**config.mk**
```make
export PLATFORM = sky130hd
export DESIGN_NAME = uart_word_tx
export DESIGN_NICKNAME = d
export VERILOG_FILES = /design/src/rtl/uart_pkg.sv /design/src/rtl/uart_baud_gen.sv /design/src/rtl/uart_word_tx.sv
export SDC_FILE = /design/constraint.sdc
export NUM_CORES = 1
export LEC_CHECK = 0
export CAP_MARGIN = 20
export CORE_AREA = 8 8 80 82
export DETAILED_ROUTE_END_ITERATION = 7
export DIE_AREA = 0 0 88 90
export GPL_TIMING_DRIVEN = 0
export PLACE_DENSITY_LB_ADDON = 0.15
export SLEW_MARGIN = 0
export SYNTH_ARGS = -nofsm -noshare
export SYNTH_HDL_FRONTEND = slang
export SYNTH_SLANG_ARGS = --single-unit
```
**constraint.sdc**
```tcl
create_clock -name clk -period 4.1 [get_ports clk]
set_input_delay 0.615 -clock clk [delete_from_list [all_inputs] [get_ports clk]]
set_output_delay 0.615 -clock clk [all_outputs]
set_load 0.005 [all_outputs]
```
**src/rtl/uart_pkg.sv**
```systemverilog
// rtl/uart_pkg.sv - shared FSM states and baud math for uart_word_tx (optional UART_WORD_TX_PARITY_EN)
package uart_pkg;

  // Transmit FSM states; PARITY exists only when the parity bit is built in.
  typedef enum logic [2:0] {
    IDLE   = 3'd0,
    START  = 3'd1,
    DATA   = 3'd2,
`ifdef UART_WORD_TX_PARITY_EN
    PARITY = 3'd3,
`endif
    STOP   = 3'd4
  } uart_state_t;

  // Clocks per serial bit, rounded to nearest.
  function automatic int clks_per_bit(input int clk_hz, input int baud);
    return (clk_hz + baud / 2) / baud;
  endfunction

endpackage

```
**src/rtl/uart_baud_gen.sv**
```systemverilog
// rtl/uart_baud_gen.sv - bit-period counter emitting one bit_tick per DIV clocks
module uart_baud_gen #(
  parameter int DIV = 10
) (
  input  logic clk,
  input  logic rst_n,
  input  logic restart,
  input  logic run,
  output logic bit_tick
);

  localparam int CW = (DIV > 2) ? $clog2(DIV) : 1;
  localparam logic [CW-1:0] LAST = CW'(DIV - 1);

  logic [CW-1:0] cnt;

  // Count 0..DIV-1 while a word is in flight; restart aligns bit 0 to the accept edge.
  always_ff @(posedge clk or negedge rst_n) begin
    if (!rst_n) begin
      cnt <= '0;
    end else if (restart || !run) begin
      cnt <= '0;
    end else if (cnt == LAST) begin
      cnt <= '0;
    end else begin
      cnt <= cnt + 1'b1;
    end
  end

  assign bit_tick = run && (cnt == LAST);

endmodule

```
**src/rtl/uart_word_tx.sv**
```systemverilog
// rtl/uart_word_tx.sv - word-wide UART transmitter, little-endian chars, optional UART_WORD_TX_PARITY_EN
module uart_word_tx
  import uart_pkg::*;
#(
  parameter int CLK_HZ     = 50250000,
  parameter int BAUD       = 115200,
  parameter int WORD_WIDTH = 32,
  parameter int CHAR_WIDTH = 8,
  parameter int STOP_BITS  = 1
) (
  input  logic                  clk,
  input  logic                  rst_n,
  input  logic                  data_val_i,
  input  logic [WORD_WIDTH-1:0] data_in,
  output logic                  data_rdy_o,
  output logic                  tx,
  output logic                  busy_o
);

  localparam int DIV   = clks_per_bit(CLK_HZ, BAUD);
  localparam int CHARS = WORD_WIDTH / CHAR_WIDTH;
  localparam int BW    = $clog2(CHAR_WIDTH + 2);
  localparam int CCW   = $clog2(CHARS + 1);

  localparam logic [BW-1:0]  LAST_DATA = BW'(CHAR_WIDTH - 1);
  localparam logic [BW-1:0]  LAST_STOP = BW'(STOP_BITS - 1);
  localparam logic [CCW-1:0] LAST_CHAR = CCW'(CHARS - 1);

  if (WORD_WIDTH % CHAR_WIDTH != 0) begin : g_bad_word_width
    $error("uart_word_tx: WORD_WIDTH must be a multiple of CHAR_WIDTH");
  end
  if (DIV < 2) begin : g_bad_div
    $error("uart_word_tx: CLK_HZ/BAUD gives fewer than 2 clocks per bit");
  end
  if (STOP_BITS != 1 && STOP_BITS != 2) begin : g_bad_stop
    $error("uart_word_tx: STOP_BITS must be 1 or 2");
  end

  uart_state_t           state, state_n;
  logic [WORD_WIDTH-1:0] shreg, shreg_n;
  logic [BW-1:0]         bit_cnt, bit_cnt_n;
  logic [CCW-1:0]        char_cnt, char_cnt_n;
  logic                  tx_n;
  logic                  accept;
  logic                  bit_tick;
`ifdef UART_WORD_TX_PARITY_EN
  logic                  par, par_n;
`endif

  assign data_rdy_o = (state == IDLE);
  assign busy_o     = !data_rdy_o;
  assign accept     = data_val_i && data_rdy_o;

  uart_baud_gen #(
    .DIV(DIV)
  ) u_baud (
    .clk      (clk),
    .rst_n    (rst_n),
    .restart  (accept),
    .run      (busy_o),
    .bit_tick (bit_tick)
  );

  // State and datapath registers; reset forces the line idle immediately.
  always_ff @(posedge clk or negedge rst_n) begin
    if (!rst_n) begin
      state    <= IDLE;
      shreg    <= '0;
      bit_cnt  <= '0;
      char_cnt <= '0;
      tx       <= 1'b1;
`ifdef UART_WORD_TX_PARITY_EN
      par      <= 1'b0;
`endif
    end else begin
      state    <= state_n;
      shreg    <= shreg_n;
      bit_cnt  <= bit_cnt_n;
      char_cnt <= char_cnt_n;
      tx       <= tx_n;
`ifdef UART_WORD_TX_PARITY_EN
      par      <= par_n;
`endif
    end
  end

  // Next-state and next-line logic; tx_n is the level for the bit that starts next cycle.
  always_comb begin
    state_n    = state;
    shreg_n    = shreg;
    bit_cnt_n  = bit_cnt;
    char_cnt_n = char_cnt;
    tx_n       = tx;
`ifdef UART_WORD_TX_PARITY_EN
    par_n      = par;
`endif
    case (state)
      IDLE: begin
        tx_n = 1'b1;
        if (accept) begin
          state_n    = START;
          shreg_n    = data_in;
          bit_cnt_n  = '0;
          char_cnt_n = '0;
          tx_n       = 1'b0;
`ifdef UART_WORD_TX_PARITY_EN
          par_n      = 1'b0;
`endif
        end
      end
      START: begin
        if (bit_tick) begin
          state_n   = DATA;
          bit_cnt_n = '0;
          tx_n      = shreg[0];
`ifdef UART_WORD_TX_PARITY_EN
          par_n     = 1'b0;
`endif
        end
      end
      DATA: begin
        if (bit_tick) begin
          // The character leaves LSB first; shifting also lines up the next character.
          shreg_n = shreg >> 1;
`ifdef UART_WORD_TX_PARITY_EN
          par_n   = par ^ shreg[0];
`endif
          if (bit_cnt == LAST_DATA) begin
            bit_cnt_n = '0;
`ifdef UART_WORD_TX_PARITY_EN
            state_n   = PARITY;
            tx_n      = par ^ shreg[0];
`else
            state_n   = STOP;
            tx_n      = 1'b1;
`endif
          end else begin
            bit_cnt_n = bit_cnt + 1'b1;
            tx_n      = shreg[1 % WORD_WIDTH];
          end
        end
      end
`ifdef UART_WORD_TX_PARITY_EN
      PARITY: begin
        if (bit_tick) begin
          state_n   = STOP;
          bit_cnt_n = '0;
          tx_n      = 1'b1;
        end
      end
`endif
      STOP: begin
        if (bit_tick) begin
          if (bit_cnt == LAST_STOP) begin
            bit_cnt_n = '0;
            if (char_cnt == LAST_CHAR) begin
              state_n = IDLE;
              tx_n    = 1'b1;
            end else begin
              // Next character starts with no idle gap.
              state_n    = START;
              char_cnt_n = char_cnt + 1'b1;
              tx_n       = 1'b0;
            end
          end else begin
            bit_cnt_n = bit_cnt + 1'b1;
          end
        end
      end
      default: begin
        state_n = IDLE;
        tx_n    = 1'b1;
      end
    endcase
  end

endmodule

```
==> impl_metrics.json, run 1 <==
{
  "post_cts_buffers": 0,
  "antenna_cells": 0,
  "seq_area_frac_synth_pct": 44.41,
  "cts_resized": 0,
  "layout_min_cycle_time_ns": 2.694,
  "post-route-period-util_pct": 65.70,
  "cts_tree": "yes",
  "ys_types": 54,
  "clock_skew_ns": 0.009204,
  "clk_latency_ns": 0.30,
  "synth_area_mm2": 0.002933,
  "rsz0062_at_grt": "false",
  "start_util_pct": 56.01,
  "grt-ovfl-total": 0,
  "hp-class": "in2async",
  "layout.nets": 393,
  "antenna_found_initial": 0,
  "rows": 27,
  "r2r_cells": 6,
  "cts_buffers": 5,
  "leakage_nw": 1.579,
  "antenna_left": 0,
  "area_delta_synth_final_pct": 20.35,
  "grt_pass1_wl_mm": 10.16,
  "setup-violations-final": 0,
  "clk_path_buf_depth": 2,
  "drc": 0,
  "cts.clk_slew.worst_paths_ns": 0.09,
  "root_buffer": "clkbuf_8",
  "setup_tns_ns": 0,
  "p_sw_w": 0.0002030,
  "die_area_mm2": 0.007920,
  "grt_pass1_vias": 2243,
  "drt_iter0_drc": 88,
  "port_buffers": 37,
  "drive_above_1_share_pct": 18.93,
  "cp-end-kind": "primary output",
  "gp_congestion": 0.7881,
  "pwr-share-clk_pct": 37.3,
  "holdBufCountCts": 0,
  "hpwl_mm": 4.168,
  "ir_worst_vdd_mv": 0.2039,
  "synth-edff-count": 0,
  "die_h_um": 90,
  "hold_violations": 0,
  "comb_power_share_pct": 8.0,
  "syn_nets": 348,
  "vias": 2217,
  "seqPwrFrac_pct": 54.8,
  "status": "finished, final reports clean",
  "place_area_mm2": 0.003408,
  "synth_cells": 308,
  "worstPathArrival_ns": 2.08,
  "reg2reg_to": "char_cnt[2]",
  "async_reset_ff_share_pct": 100.0,
  "maxCapViolCount": 0,
  "ff2ff_setup_slack_ns": 2.06,
  "fmax_mhz": 371.2,
  "p_per_area_mw_per_mm2": 278.1,
  "mostFrequentLayoutCell": "nand2_1",
  "drtPass1Iterations": 4,
  "top_level_ports": 38,
  "final_area_mm2": 0.003530,
  "p_int_w": 0.0007785,
  "synth-seq-cells": 52,
  "cts_max_level": 2,
  "synthFlopType": "dfrtp_1",
  "critPathKind": "reg2out",
  "fp.dieW_um": 88,
  "avgSynthCellArea_um2": 9.522,
  "post_drt_via_cell_ratio": 5.204,
  "clock-sinks": 52,
  "totalWireLength_mm": 5.675,
  "tightest_slew_ns": 0.5548,
  "final_cell_mix": "nand2_1 (104), dfrtp_1 (51), clkdlybuf4s50_1 (36)",
  "core_mm2": 0.005236,
  "critPathMaxFanout": 10,
  "r2r-start": "bit_cnt[0]",
  "swShare_pct": 20.68,
  "crit_required_ns": 3.48,
  "yosysWarningCount": 0,
  "start_kind": "flip-flop",
  "grt_max_degree": 30,
  "wl_per_cell_um": 13.32,
  "track_usage_pct": 15.81,
  "drv_slew": 0,
  "slew_headroom_pct": 63.02
}
## final cells by class
class | count | area, um^2
Buffer | 18 | 122.6
Inverter | 7 | 26.28
Clock inverter | 2 | 38.79
Tap cell | 72 | 90.09
Sequential cell | 52 | 1303
Timing Repair Buffer | 38 | 385.4
Multi-Input combinational cell | 231 | 1481
Clock buffer | 6 | 82.58
Fill cell | 424 | 1707
## power groups by stage
stage	Sequential [W]	Clock [W]	Combinational, W
6_report	0.000537	0.000366	0.0000784
5_1_grt	0.000540	0.000406	0.0000884
4_1_cts	0.000537	0.000379	0.0000800
3_5_place_dp	0.000547	0	0.0000794
3_3_place_gp	0.000547	0	0.0000765
2_1_floorplan	0.000545	0	0.0000305
## critical path, cell delays in order (launching register included)
cell	delay, ns
dfrtp_1	0.41
buf_4	0.18
clkbuf_1	0.22
nor3_1	0.38
inv_1	0.12
clkdlybuf4s50_1	0.46
## kinds of logic after synthesis
logic type / count (synthesis) / synth area share [%]
adder cells (fa/ha/maj): 5 / 2.133
AND/OR/NAND/NOR: 153 / 24.87
AO/OA/AOI/OAI: 30 / 7.808
XOR/XNOR: 8 / 2.389
buffers and inverters: 25 / 5.077
flip-flops: 52 / 44.41
multiplexers: 35 / 13.31
## stage by stage
step / setup slack (ns) / cells / utilization [%] / hold WS (ns) / total power [W]
final: 1.406 / 426 / 67.41 / 0.2943 / 0.0009815
after global routing: 1.266 / 426 / 67.41 / 0.3223 / 0.001034
after CTS: 1.374 / 426 / 67.41 / 0.2976 / 0.0009968
after detailed placement: 1.717 / 418 / 65.09 / 0.4827 / 0.0006268
after global placement: 0.8400 / 417 / 64.80 / 0.4750 / 0.0006233
after floorplan: 2.258 / 308 / - / 0.3194 / 0.0005759
## registers in the layout, indices dropped and copies added (netlist names)
register,count
shreg,32
char_cnt,3
tx,1
bit_cnt,4
u_baud.cnt,9
state,3
## how the worst max path moves through the flow
stage             startpoint   endpoint  slack (ns)  depth (start not counted)
2_1_floorplan  u_baud.cnt[0]  shreg[10]        2.26                          6
6_report            state[2]     busy_o        1.41                          5
3_5_place_dp        state[2]     busy_o        1.72                          5
3_3_place_gp           rst_n  shreg[20]        0.84                          1
4_1_cts             state[2]     busy_o        1.37                          5
5_1_grt             state[2]     busy_o        1.27                          5
## cell usage after synthesis (all sizes together), types with 2 or more instances
library cell | number | area share [%]
a2111oi | 2 | 1.2
a21oi | 9 | 1.9
a31oi | 2 | 0.43
and2 | 2 | 0.51
and3b | 2 | 0.64
buf | 14 | 3.6
clkbuf | 4 | 0.55
dfrtp | 51 | 44
ha | 5 | 2.1
inv | 7 | 0.90
mux2 | 32 | 12
mux2i | 3 | 1.0
nand2 | 104 | 13
nand3 | 5 | 0.85
nand3b | 2 | 0.51
nand4 | 2 | 0.43
nor2 | 16 | 2.0
nor3 | 3 | 0.51
nor3b | 5 | 1.7
nor4b | 2 | 1.1
o21ai | 5 | 0.85
o21bai | 2 | 0.51
or3b | 5 | 1.6
xnor2 | 7 | 2.1
## per-layer routing
layer / global-route usage [%] / up-vias / routed length, um
li1: - / 1128 / -
met2: 24.61 / 29 / 2752
met3: 4.550 / 2 / 221
met5: 0 / - / 0
met4: 4.735 / 0 / 36
met1: 20.47 / 1058 / 2664
No activity file was read; power rests on OpenSTA's default activity.
==> run 2, diff against run 1 <==
CORE_AREA = 8 8 83 85   (was 8 8 80 82)
DIE_AREA = 0 0 91 93   (was 0 0 88 90)
clock period = 2.51 ns   (was 4.1 ns; I/O delays follow)
==> run 2 against run 1 <==
Compared with the run above:
- via count did not move
- final cell count rose by 0.94%
- largest cell class unchanged
- combinational power grew 66%
- flip-flop and latch count stayed put
- die area up 6.9%
- sequential share of layout area hardly changed
- register-to-register slack got worse by 1.6 ns
- clock skew grew 0.0015 ns
==> impl_metrics.json, run 2 (same netlist as run 1, synthesis figures left out) <==
{
  "cts_buffers": 5,
  "crit_required_ns": 2.13,
  "hold_violations": 0,
  "post_drt_via_cell_ratio": 5.156,
  "fmax_mhz": 417.2,
  "antenna_left": 0,
  "rsz0062_at_grt": "false",
  "hpwl_mm": 4.271,
  "drc": 0,
  "final_cell_count_no_fill": 430,
  "hold_depth": 1,
  "setup-violations-final": 0,
  "vias": 2217,
  "start_util_pct": 51.68,
  "core_mm2": 0.005675,
  "fp.dieW_um": 91,
  "port_buffers": 37,
  "reg_top3": "shreg (32), u_baud.cnt (9), bit_cnt (4)",
  "grt_pass1_wl_mm": 10.47,
  "root_buffer": "clkbuf_8",
  "die_h_um": 93,
  "drtPass1Iterations": 4,
  "layout.nets": 394,
  "critPathMaxFanout": 10,
  "r2r_cells": 6,
  "maxCapViolCount": 0,
  "place_inst": 421,
  "cp-end-kind": "primary output",
  "slew_headroom_pct": 66.00,
  "cts_tree": "yes",
  "final_cell_mix": "nand2_1 (104), dfrtp_1 (51), clkdlybuf4s50_1 (36)",
  "p_per_area_mw_per_mm2": 445.5,
  "rows": 28,
  "antenna_cells": 0,
  "top_level_ports": 38,
  "track_usage_pct": 14.60,
  "total_power_w": 0.001574,
  "grt_max_degree": 39,
  "clk_latency_ns": 0.31,
  "grt_pass1_vias": 2364,
  "layout_min_cycle_time_ns": 2.397,
  "cts.clk_slew.worst_paths_ns": 0.09,
  "leakage_nw": 1.576,
  "tightest_slew_ns": 0.5058,
  "grt-ovfl-total": 0,
  "post_cts_buffers": 0,
  "drt_iter0_drc": 66,
  "start_kind": "flip-flop",
  "status": "finished, final reports clean",
  "mostFrequentLayoutCell": "nand2_1",
  "max_flop_register": "shreg",
  "worstPathArrival_ns": 2.02,
  "clock-sinks": 52,
  "antenna_found_initial": 0,
  "post-route-period-util_pct": 95.51,
  "area_delta_synth_final_pct": 20.48,
  "die_area_mm2": 0.008463,
  "wl_per_cell_um": 13.43,
  "clock_skew_ns": 0.01072,
  "largest_reg_flops": 32,
  "totalWireLength_mm": 5.773,
  "clk_path_buf_depth": 2,
  "gp_congestion": 0.7777,
  "ir_worst_vdd_mv": 0.2447,
  "drive_above_1_share_pct": 18.59,
  "drv_slew": 0,
  "cts_max_level": 2,
  "critPathKind": "reg2out",
  "hp-class": "reg2reg"
}
## run 2: report_power, final
group / internal, W / switching (W)
combinational: 0.0000825 / 0.0000470
clock: 0.000299 / 0.000268
sequential: 0.000864 / 0.0000142
## run 2: critical path: stages (launching register included)
cell,delay (ns)
dfrtp_1,0.41
buf_4,0.19
clkbuf_1,0.23
nor3_2,0.32
inv_1,0.11
clkdlybuf4s50_1,0.46
## run 2: stage by stage
step | cell area (um^2) | setup WS (ns) | utilization (%) | TNS, ns | hold WS, ns
floorplan | 2933 | 0.6675 | - | 0 | 0.08091
global placement | 3397 | -0.5440 | 59.85 | -27.57 | 0.4755
detailed placement | 3412 | 0.3152 | 60.12 | 0 | 0.3132
CTS | 3533 | 0.09151 | 62.26 | 0 | 0.4961
global route | 3533 | 0.009260 | 62.26 | 0 | 0.5076
finish | 3533 | 0.1128 | 62.26 | 0 | 0.4960
## run 2: timing repair
| item | 4_1_cts | 5_1_grt |
|---|---|---|
| resized for setup | 1 | 0 |
| hold buffers | 1 | 0 |
| hold endpoints to repair | 13 | 0 |
| endpoints found under the setup margin | 2 | 0 |
## run 2: path summary, 6_finish.rpt
kind,slack (ns),end,from
setup / recovery,0.11,busy_o,state[2]
hold / removal,0.50,u_baud.cnt[0],u_baud.cnt[0]
setup reg to reg,0.50,shreg[11],u_baud.cnt[0]
hold reg to reg,0.50,u_baud.cnt[0],u_baud.cnt[0]
max in group asynchronous,1.47,shreg[30],rst_n
min in group asynchronous,0.52,u_baud.cnt[6],rst_n
## run 2: cell type report
class	count	area, um^2
plain buffers	18	122.6
clock buffers	7	76.32
clock inverters	1	30.03
fillers	523	2142
inverters	7	26.28
multi-input cells	231	1486
flip-flops and latches	52	1303
well taps	75	93.84
repair buffers	39	395.4
## run 2: layer usage
metal	vias to the layer above	global-route usage (%)	wire length [um]	part of all wire, %
met5	-	0	0	0
met4	0	3.274	55	0.95
met3	5	3.686	249	4.3
met2	27	25.51	2762	48
met1	1056	17.73	2707	47
li1	1129	-	-	-
==> run 3, diff against run 2 <==
CAP_MARGIN = not set   (was 20)
CORE_AREA = 2 2 77 79   (was 8 8 83 85)
DIE_AREA = 0 0 79 81   (was 0 0 91 93)
GPL_ROUTABILITY_DRIVEN = 1   (was not set)
==> run 3 against run 2 <==
Compared with the run above:
- non-clock buffer count did not move
- die area is 24% lower
- critical path depth did not move
- worst setup slack improved by 0.048 ns
- critical endpoint unchanged
- sequential power hardly changed
- final area hardly changed
- hold slack lost 0.015 ns
==> impl_metrics.json, run 3 (same netlist as run 1, synthesis figures left out) <==
{
  "fillers": 502,
  "layout.nets": 394,
  "root_buffer": "clkbuf_8",
  "crit_required_ns": 2.13,
  "leakage_nw": 1.578,
  "r2r-start": "u_baud.cnt[0]",
  "critPathKind": "reg2out",
  "totalWireLength_mm": 5.450,
  "die_area_mm2": 0.006399,
  "vias": 2257,
  "fp.dieW_um": 79,
  "dr_wl_met2_mm": 2.618,
  "cp-endpoint": "busy_o",
  "mostFrequentLayoutCell": "nand2_1",
  "max_stage_delay_ns": 0.45,
  "slowest_stage": "clkdlybuf4s50_1",
  "drtPass1Iterations": 4,
  "maxCapViolCount": 0,
  "clk_latency_ns": 0.30,
  "setup-violations-final": 0,
  "grt-ovfl-total": 0,
  "cts_max_level": 2,
  "largest_reg_flops": 32,
  "setup_tns_ns": 0,
  "hpwl_mm": 3.946,
  "critPathMaxFanout": 10,
  "final_cell_mix": "nand2_1 (104), dfrtp_1 (51), clkdlybuf4s50_1 (36)",
  "gp_congestion": 0.7892,
  "path_buf_inv": 4,
  "start_util_pct": 51.68,
  "hp-start": "u_baud.cnt[0]",
  "wl_met1_mm": 2.589,
  "final_area_mm2": 0.003535,
  "place_area_mm2": 0.003412,
  "layout_setup_ws_ns": 0.1612,
  "reg2reg_to": "shreg[30]",
  "clk_path_buf_depth": 2,
  "startpoint": "state[2]",
  "drive_above_1_share_pct": 18.87,
  "drv_slew": 0,
  "top_layer_used": "met4",
  "track_usage_pct": 18.47,
  "hold_violations": 0,
  "pre_cts_ws_ns": 0.3805,
  "wl_per_cell_um": 12.67,
  "ir_worst_vdd_mv": 0.2373,
  "antenna_cells": 0,
  "cp-end-kind": "primary output",
  "die_h_um": 81,
  "ff2ff_setup_slack_ns": 0.49,
  "slew_headroom_pct": 64.45,
  "worstPathArrival_ns": 1.97,
  "grt_max_degree": 37,
  "cts_buffers": 5,
  "rsz0062_at_grt": "false",
  "tightest_slew_ns": 0.5289,
  "final_util_pct": 62.28,
  "max_flop_register": "shreg",
  "path_cells": "buf_4, clkbuf_1, nor3_2, inv_1, clkdlybuf4s50_1",
  "area_delta_synth_final_pct": 20.52,
  "top_level_ports": 38,
  "fmax_mhz": 425.8,
  "layout_min_cycle_time_ns": 2.349,
  "r2r_cells": 6,
  "hp-class": "reg2reg",
  "cts.clk_slew.worst_paths_ns": 0.09,
  "p_per_area_mw_per_mm2": 445.2,
  "whs_ns": 0.4809,
  "start_kind": "flip-flop",
  "grt_pass1_vias": 2147,
  "cts_tree": "yes",
  "cp_num_cells": 5,
  "drc": 0,
  "core_mm2": 0.005675,
  "path_delay_family": "buffers and inverters",
  "rows": 28,
  "grt_pass1_wl_mm": 9.487,
  "antenna_found_initial": 0,
  "antenna_left": 0,
  "reg_top3": "shreg (32), u_baud.cnt (9), bit_cnt (4)",
  "post-route-period-util_pct": 93.58,
  "route.met3.wl_um": 187,
  "port_buffers": 37,
  "clock-sinks": 52,
  "post_drt_via_cell_ratio": 5.249,
  "drt_iter0_drc": 141,
  "status": "finished, final reports clean",
  "clock_skew_ns": 0.007959
}
-- run 3: cell types whose count changed in the layout (fill, tap and decap cells not counted), sizes merged --
cell,delta
clkbuf,-1
clkinv,+1
-- run 3: routing by layer --
metal	global-route usage, %	up-vias
met5	0	-
met4	4.655	0
met3	3.556	5
met2	31.53	30
met1	24.39	1090
li1	-	1132
-- run 3: worst min-delay path by stage --
| stage | slack (ns) | cells after the start | to |
|---|---|---|---|
| global placement | 0.48 | 1 | u_baud.cnt[0] |
| global route | 0.51 | 1 | char_cnt[2] |
| detailed placement | 0.33 | 1 | u_baud.cnt[6] |
| finish | 0.48 | 1 | u_baud.cnt[0] |
| CTS | 0.49 | 1 | u_baud.cnt[0] |
| floorplan | 0.08 | 0 | bit_cnt[0] |
-- run 3: power by group --
group	switching (W)	internal (W)	total, W	leakage, nW
sequential	0.0000144	0.000864	0.000878	0.609
clock	0.000270	0.000296	0.000566	0.0552
combinational	0.0000470	0.0000826	0.000130	0.915
total	0.000331	0.00124	0.00157	1.58
-- run 3: worst reg2reg max path: cells and delay by family (launching register included) --
family                   cells  cell delay, ns
AND/OR/NAND/NOR              2            0.49
buffers and inverters        1            0.23
multiplexers                 1            0.36
AO/OA/AOI/OAI                1            0.19
adder cells (fa/ha/maj)      1            0.24
flip-flops                   1            0.41
-- run 3: repair_timing --
action / CTS / global route
hold buffers: 1 / 0
setup endpoints to repair: 0 / 2
resized for setup: 0 / 1
buffers inserted: 0 / 0
endpoints found under the hold margin: 4 / 0
-- run 3: metrics by stage --
stage | power [W] | cells
2_1_floorplan | 0.0009407 | 308
6_report | 0.001574 | 430
5_1_grt | 0.001637 | 430
3_3_place_gp | 0.001019 | 420
3_5_place_dp | 0.001025 | 421
4_1_cts | 0.001593 | 430
-- run 3: final cells by class --
type                    instances  area, um^2  area share, %
clock inverters                 2       35.03         0.9912
inverters                       7       26.28         0.7434
well taps                      75       93.84          2.655
clock buffers                   6       72.57          2.053
repair buffers                 39       395.4          11.19
multi-input cells             231        1486          42.05
flip-flops and latches         52        1303          36.85
plain buffers                  18       122.6          3.469
